<file path="config.mk">
export PLATFORM = sky130hd
export DESIGN_NAME = muldiv_sequencer
export DESIGN_NICKNAME = d
export VERILOG_FILES = /design/src/rtl/muldiv_sequencer.sv
export SDC_FILE = /design/constraint.sdc
export NUM_CORES = 1
export LEC_CHECK = 0
export BUFFER_PORTS_ARGS = -buffer_cell sky130_fd_sc_hd__buf_4
export CAP_MARGIN = 20
export CELL_PAD_IN_SITES_DETAIL_PLACEMENT = 0
export CELL_PAD_IN_SITES_GLOBAL_PLACEMENT = 2
export CORE_MARGIN = 2
export CORE_UTILIZATION = 32
export DETAILED_ROUTE_END_ITERATION = 10
export PLACE_DENSITY_LB_ADDON = 0.05
export RECOVER_POWER = 50
export SLEW_MARGIN = 20
export SYNTH_ARGS = -nofsm -noshare
export SYNTH_HDL_FRONTEND = slang
export SYNTH_SLANG_ARGS = --single-unit
</file>
<file path="constraint.sdc">
create_clock -name clk -period 3.3 [get_ports clk]
set_input_delay 0.33 -clock clk [delete_from_list [all_inputs] [get_ports clk]]
set_output_delay 0.33 -clock clk [all_outputs]
set_load 0.1 [all_outputs]
</file>
<file path="src/rtl/muldiv_sequencer.sv">
// Iterative signed MULT/DIV engine with its own sequencer; owns the HI/LO registers.
// One product/quotient bit per RUN cycle; signs are applied in FIX.
module muldiv_sequencer #(
  parameter int WIDTH = 32,
  parameter int CNT_W = 6
) (
  input  logic             clk,
  input  logic             reset,
  input  logic             start,
  input  logic             op,
  input  logic [WIDTH-1:0] a_in,
  input  logic [WIDTH-1:0] b_in,
  output logic             busy,
  output logic             done,
  output logic             div0,
  output logic [WIDTH-1:0] hi_out,
  output logic [WIDTH-1:0] lo_out
);

  localparam logic [2:0] S_IDLE = 3'd0;
  localparam logic [2:0] S_PREP = 3'd1;
  localparam logic [2:0] S_RUN  = 3'd2;
  localparam logic [2:0] S_FIX  = 3'd3;
  localparam logic [2:0] S_DONE = 3'd4;
  localparam logic [2:0] S_DZ   = 3'd5;

  logic [2:0]       state_reg;
  logic             op_reg;
  logic             neg_q_reg;   // product / quotient sign: sign(a) ^ sign(b)
  logic             neg_r_reg;   // remainder sign: sign(a)
  logic [CNT_W-1:0] cnt_reg;
  logic [WIDTH-1:0] opb_reg;     // |b|: multiplicand or divisor
  logic [WIDTH-1:0] hi_work_reg; // MULT accumulator / DIV partial remainder
  logic [WIDTH-1:0] lo_work_reg; // MULT multiplier bits / DIV dividend -> quotient
  logic [WIDTH-1:0] hi_reg;
  logic [WIDTH-1:0] lo_reg;

  logic [WIDTH-1:0]   mag_a;
  logic [WIDTH-1:0]   mag_b;
  logic [WIDTH:0]     mul_sum;
  logic [WIDTH:0]     div_shift;
  logic [WIDTH:0]     div_diff;
  logic [2*WIDTH-1:0] prod_mag;
  logic [2*WIDTH-1:0] prod_signed;
  logic [WIDTH-1:0]   quot_signed;
  logic [WIDTH-1:0]   rem_signed;

  always_comb begin
    mag_a = a_in[WIDTH-1] ? (~a_in + 1'b1) : a_in;
    mag_b = b_in[WIDTH-1] ? (~b_in + 1'b1) : b_in;

    // Shift-add: add multiplicand when the current multiplier LSB is set, then shift right.
    mul_sum = {1'b0, hi_work_reg} + (lo_work_reg[0] ? {1'b0, opb_reg} : '0);

    // Restoring division: shift in next dividend bit, keep the difference if no borrow.
    div_shift = {hi_work_reg, lo_work_reg[WIDTH-1]};
    div_diff  = div_shift - {1'b0, opb_reg};

    prod_mag    = {hi_work_reg, lo_work_reg};
    prod_signed = neg_q_reg ? (~prod_mag + 1'b1) : prod_mag;
    quot_signed = neg_q_reg ? (~lo_work_reg + 1'b1) : lo_work_reg;
    rem_signed  = neg_r_reg ? (~hi_work_reg + 1'b1) : hi_work_reg;
  end

  always_ff @(posedge clk) begin
    if (reset) begin
      state_reg   <= S_IDLE;
      op_reg      <= 1'b0;
      neg_q_reg   <= 1'b0;
      neg_r_reg   <= 1'b0;
      cnt_reg     <= '0;
      opb_reg     <= '0;
      hi_work_reg <= '0;
      lo_work_reg <= '0;
      hi_reg      <= '0;
      lo_reg      <= '0;
    end else begin
      case (state_reg)
        S_IDLE: begin
          if (start) begin
            if (op && (b_in == '0)) begin
              state_reg <= S_DZ;
            end else begin
              state_reg   <= S_PREP;
              op_reg      <= op;
              neg_q_reg   <= a_in[WIDTH-1] ^ b_in[WIDTH-1];
              neg_r_reg   <= a_in[WIDTH-1];
              opb_reg     <= mag_b;
              lo_work_reg <= mag_a;
            end
          end
        end
        S_PREP: begin
          hi_work_reg <= '0;
          cnt_reg     <= CNT_W'(WIDTH);
          state_reg   <= S_RUN;
        end
        S_RUN: begin
          if (op_reg) begin
            if (!div_diff[WIDTH]) begin
              hi_work_reg <= div_diff[WIDTH-1:0];
              lo_work_reg <= {lo_work_reg[WIDTH-2:0], 1'b1};
            end else begin
              hi_work_reg <= div_shift[WIDTH-1:0];
              lo_work_reg <= {lo_work_reg[WIDTH-2:0], 1'b0};
            end
          end else begin
            hi_work_reg <= mul_sum[WIDTH:1];
            lo_work_reg <= {mul_sum[0], lo_work_reg[WIDTH-1:1]};
          end
          cnt_reg <= cnt_reg - 1'b1;
          if (cnt_reg == CNT_W'(1)) state_reg <= S_FIX;
        end
        S_FIX: begin
          if (op_reg) begin
            hi_reg <= rem_signed;
            lo_reg <= quot_signed;
          end else begin
            hi_reg <= prod_signed[2*WIDTH-1:WIDTH];
            lo_reg <= prod_signed[WIDTH-1:0];
          end
          state_reg <= S_DONE;
        end
        S_DONE:  state_reg <= S_IDLE;
        S_DZ:    state_reg <= S_IDLE;
        default: state_reg <= S_IDLE;
      endcase
    end
  end

  assign busy   = (state_reg != S_IDLE);
  assign done   = (state_reg == S_DONE);
  assign div0   = (state_reg == S_DZ);
  assign hi_out = hi_reg;
  assign lo_out = lo_reg;

endmodule

</file>
==> flow_summary.json <==
{
  "arrival_ns": 3.51,
  "cts_buffer_depth": 2,
  "cp.required_ns": 3.67,
  "drcViolationCount": 0,
  "totalWireLength_mm": 54.2,
  "finalPower_w": 0.00715,
  "critPathMostFrequentCell": "a211o_1",
  "initial_utilization_pct": 32.4,
  "rr_worst_depth": 13,
  "period_needed_ns": 3.14,
  "numPlacedInstances": 2597,
  "cts_root_buf": "clkbuf_16",
  "setup_viol": 0,
  "powerDensity_mw_per_mm2": 422,
  "start_kind": "flop",
  "avgSynthCellArea_sq_um": 7.63,
  "nFillCells": 4590,
  "maxSlewHeadroom_pct": 11.4,
  "layout_commonest_cell": "buf_4",
  "fin_crit_sh_pct": 95.0,
  "fmax_ghz": 0.319,
  "timing_worst_setup_path_type": "flop to flop",
  "worst_pin_slew_ns": 1.32,
  "crit_chain": "and2_1 -> ha_1 -> inv_1 -> fa_1 -> nor2b_2 -> o31ai_2 -> a211o_1 -> a211o_1 -> nand3_2 -> a21oi_1 -> xnor2_1 -> o21ai_0 -> a221oi_1",
  "fin_tns_setup_ns": 0,
  "wl_per_cell_um": 20.6,
  "cp_max_fo": 4,
  "ys_seq_area_share_pct": 24.7,
  "initialDrtViolationCount": 931,
  "end_kind": "flop",
  "grt_antenna_before_repair": 0,
  "leakagePower_nw": 6.54,
  "globalRouteOverflowTotal": 0,
  "fin_cells": 2631,
  "synthCells": 1831,
  "synthFlopType": "dfxtp_1",
  "drtPass1Iterations": 6,
  "regArea_sq_mm": 0.00344,
  "grt_pass1_vias": 13800,
  "async_reset_ff_share_pct": 0,
  "clock_skew_ns": 0.0123,
  "coreArea_sq_mm": 0.0431,
  "maxCapViolations": 0,
  "synth.net_count": 1971,
  "worst_path_max_delay_cell": "fa_1",
  "cts-htree-levels": 4,
  "hold_violations": 0,
  "die_area_sq_mm": 0.0453,
  "drtAntennaViolNets": 0,
  "postCtsHoldBufs": 0,
  "cp_num_cells": 13,
  "gp_congestion": 0.956,
  "ys_seq_elements": 172,
  "outcome": "finished clean",
  "drv_slew": 0,
  "grtUsageTotal_pct": 24.0,
  "min_path_cells": 2,
  "crit_buf_inv": 1,
  "cts_tree": "yes",
  "grt_setup_unrepaired": "no",
  "ys_types": 69,
  "die_h_um": 213,
  "grt_pass1_wl_mm": 83.1,
  "rows": 76,
  "vias": 14300,
  "hold_path_class": "primary input to flop",
  "drive_gt1_share_pct": 17.1,
  "insertion_delay_ns": 0.47,
  "dpl.hpwl_mm": 43.0,
  "cts.sink_count": 172,
  "critPathMaxStageDelay_ns": 0.41,
  "ir_drop_uv": 326,
  "drt-vias-per-instance": 5.44,
  "dieWidth_um": 213,
  "antenna_cells": 0,
  "ys_warn_count": 0,
  "nets": 2173,
  "clkTransAtPathRegs_ns": 0.07,
  "ioPinCount": 135,
  "synthToLayoutAreaGrowth_pct": 21.4,
  "syn_area_sq_mm": 0.0140,
  "path_delay_family": "compound AO/OA/AOI/OAI gates",
  "cts_buffers": 17,
  "final_util_pct": 39.4,
  "final_cell_mix": "buf_4 (223), nor2_1 (214), dfxtp_1 (171)",
  "synth_edf_count": 0,
  "io_buffers": 134,
  "grt_max_degree": 73,
  "multiInputGateArea_sq_mm": 0.00987
}
[area by class of cell]
class	instances	area share, %
inverters	58	1.28
repair buffers	303	12.1
multi-input cells	1481	58.2
clock buffers	17	2.51
clock inverters	15	1.22
flip-flops and latches	172	20.3
well taps	585	4.32
[worst reg2reg max path: cells and delay by family, from the launching register on]
kind                     cells  cell delay (ns)
adder cells (fa/ha/maj)      2             0.56
XOR/XNOR                     1             0.29
flip-flops                   1             0.37
AND/OR/NAND/NOR              3             0.41
AO/OA/AOI/OAI                6             1.35
buffers and inverters        1             0.05
[what timing repair did]
action | in CTS | in global routing
endpoints found under the setup margin | 3 | 34
pin swaps | 0 | 2
gates cloned | 0 | 0
resized for setup | 2 | 23
setup buffers | 0 | 2
[logic make-up (layout without fill, tap and decap cells)]
| kind of cell | count (synthesis) | count (layout) | synth area share (%) |
|---|---|---|---|
| muxes | 60 | 60 | 4.33 |
| adders and majority gates | 72 | 72 | 6.56 |
| and+or+nand+nor | 624 | 624 | 20.9 |
| DFF | 172 | 172 | 24.7 |
| buffers and inverters | 178 | 393 | 5.24 |
| AOI/OAI and AO/OA | 562 | 562 | 28.1 |
| xor gates and xnor gates | 163 | 163 | 10.2 |
[cell usage after synthesis, types with 17 or more instances]
master | number | area, sq um
clkbuf_1 | 96 | 360
ha_1 | 70 | 876
nor2_1 | 215 | 807
o21ai_0 | 120 | 601
nor3_1 | 40 | 200
a211oi_1 | 95 | 713
inv_1 | 58 | 218
xnor2_1 | 74 | 648
o31ai_1 | 39 | 293
nand4_1 | 17 | 106
or3_1 | 29 | 181
mux2i_1 | 57 | 571
a211oi_2 | 42 | 526
xor2_1 | 89 | 780
dfxtp_1 | 172 | 3440
nand3_1 | 39 | 195
nand2_1 | 168 | 631
nor4_1 | 19 | 119
a21oi_1 | 123 | 616
[where the power goes]
part | internal (W) | switching [W]
clock | 0.00122 | 0.00103
sequential | 0.00222 | 0.000142
combinational | 0.000939 | 0.00160
[per-stage QoR]
step                instance area [sq um]  setup WS (ns)  hold WS, ns
floorplan                           14000         0.0419        0.449
global placement                    16500         -0.138        0.440
detailed placement                  16500         -0.118        0.446
CTS                                 17100         0.0124       0.0859
global route                        17000        0.00724        0.111
finish                              17000          0.163        0.121
[path summary, 6_finish.rpt]
path	endpoint	startpoint	slack (ns)
setup / recovery	hi_work_reg[29]	lo_work_reg[0]	0.16
hold / removal	cnt_reg[3]	reset	0.12
setup reg to reg	hi_work_reg[29]	lo_work_reg[0]	0.16
hold reg to reg	hi_out[12]	hi_out[12]	0.45
[layer usage]
layer | wire [um] | share of wire (%) | global-route usage, % | vias up
met5 | 0 | 0 | 0 | -
met4 | 1240 | 2.3 | 7.09 | 0
met3 | 2090 | 3.8 | 2.59 | 53
met2 | 24100 | 44 | 37.8 | 369
met1 | 26900 | 50 | 34.4 | 6784
li1 | - | - | - | 7101
(Power assumes the default switching activity.)
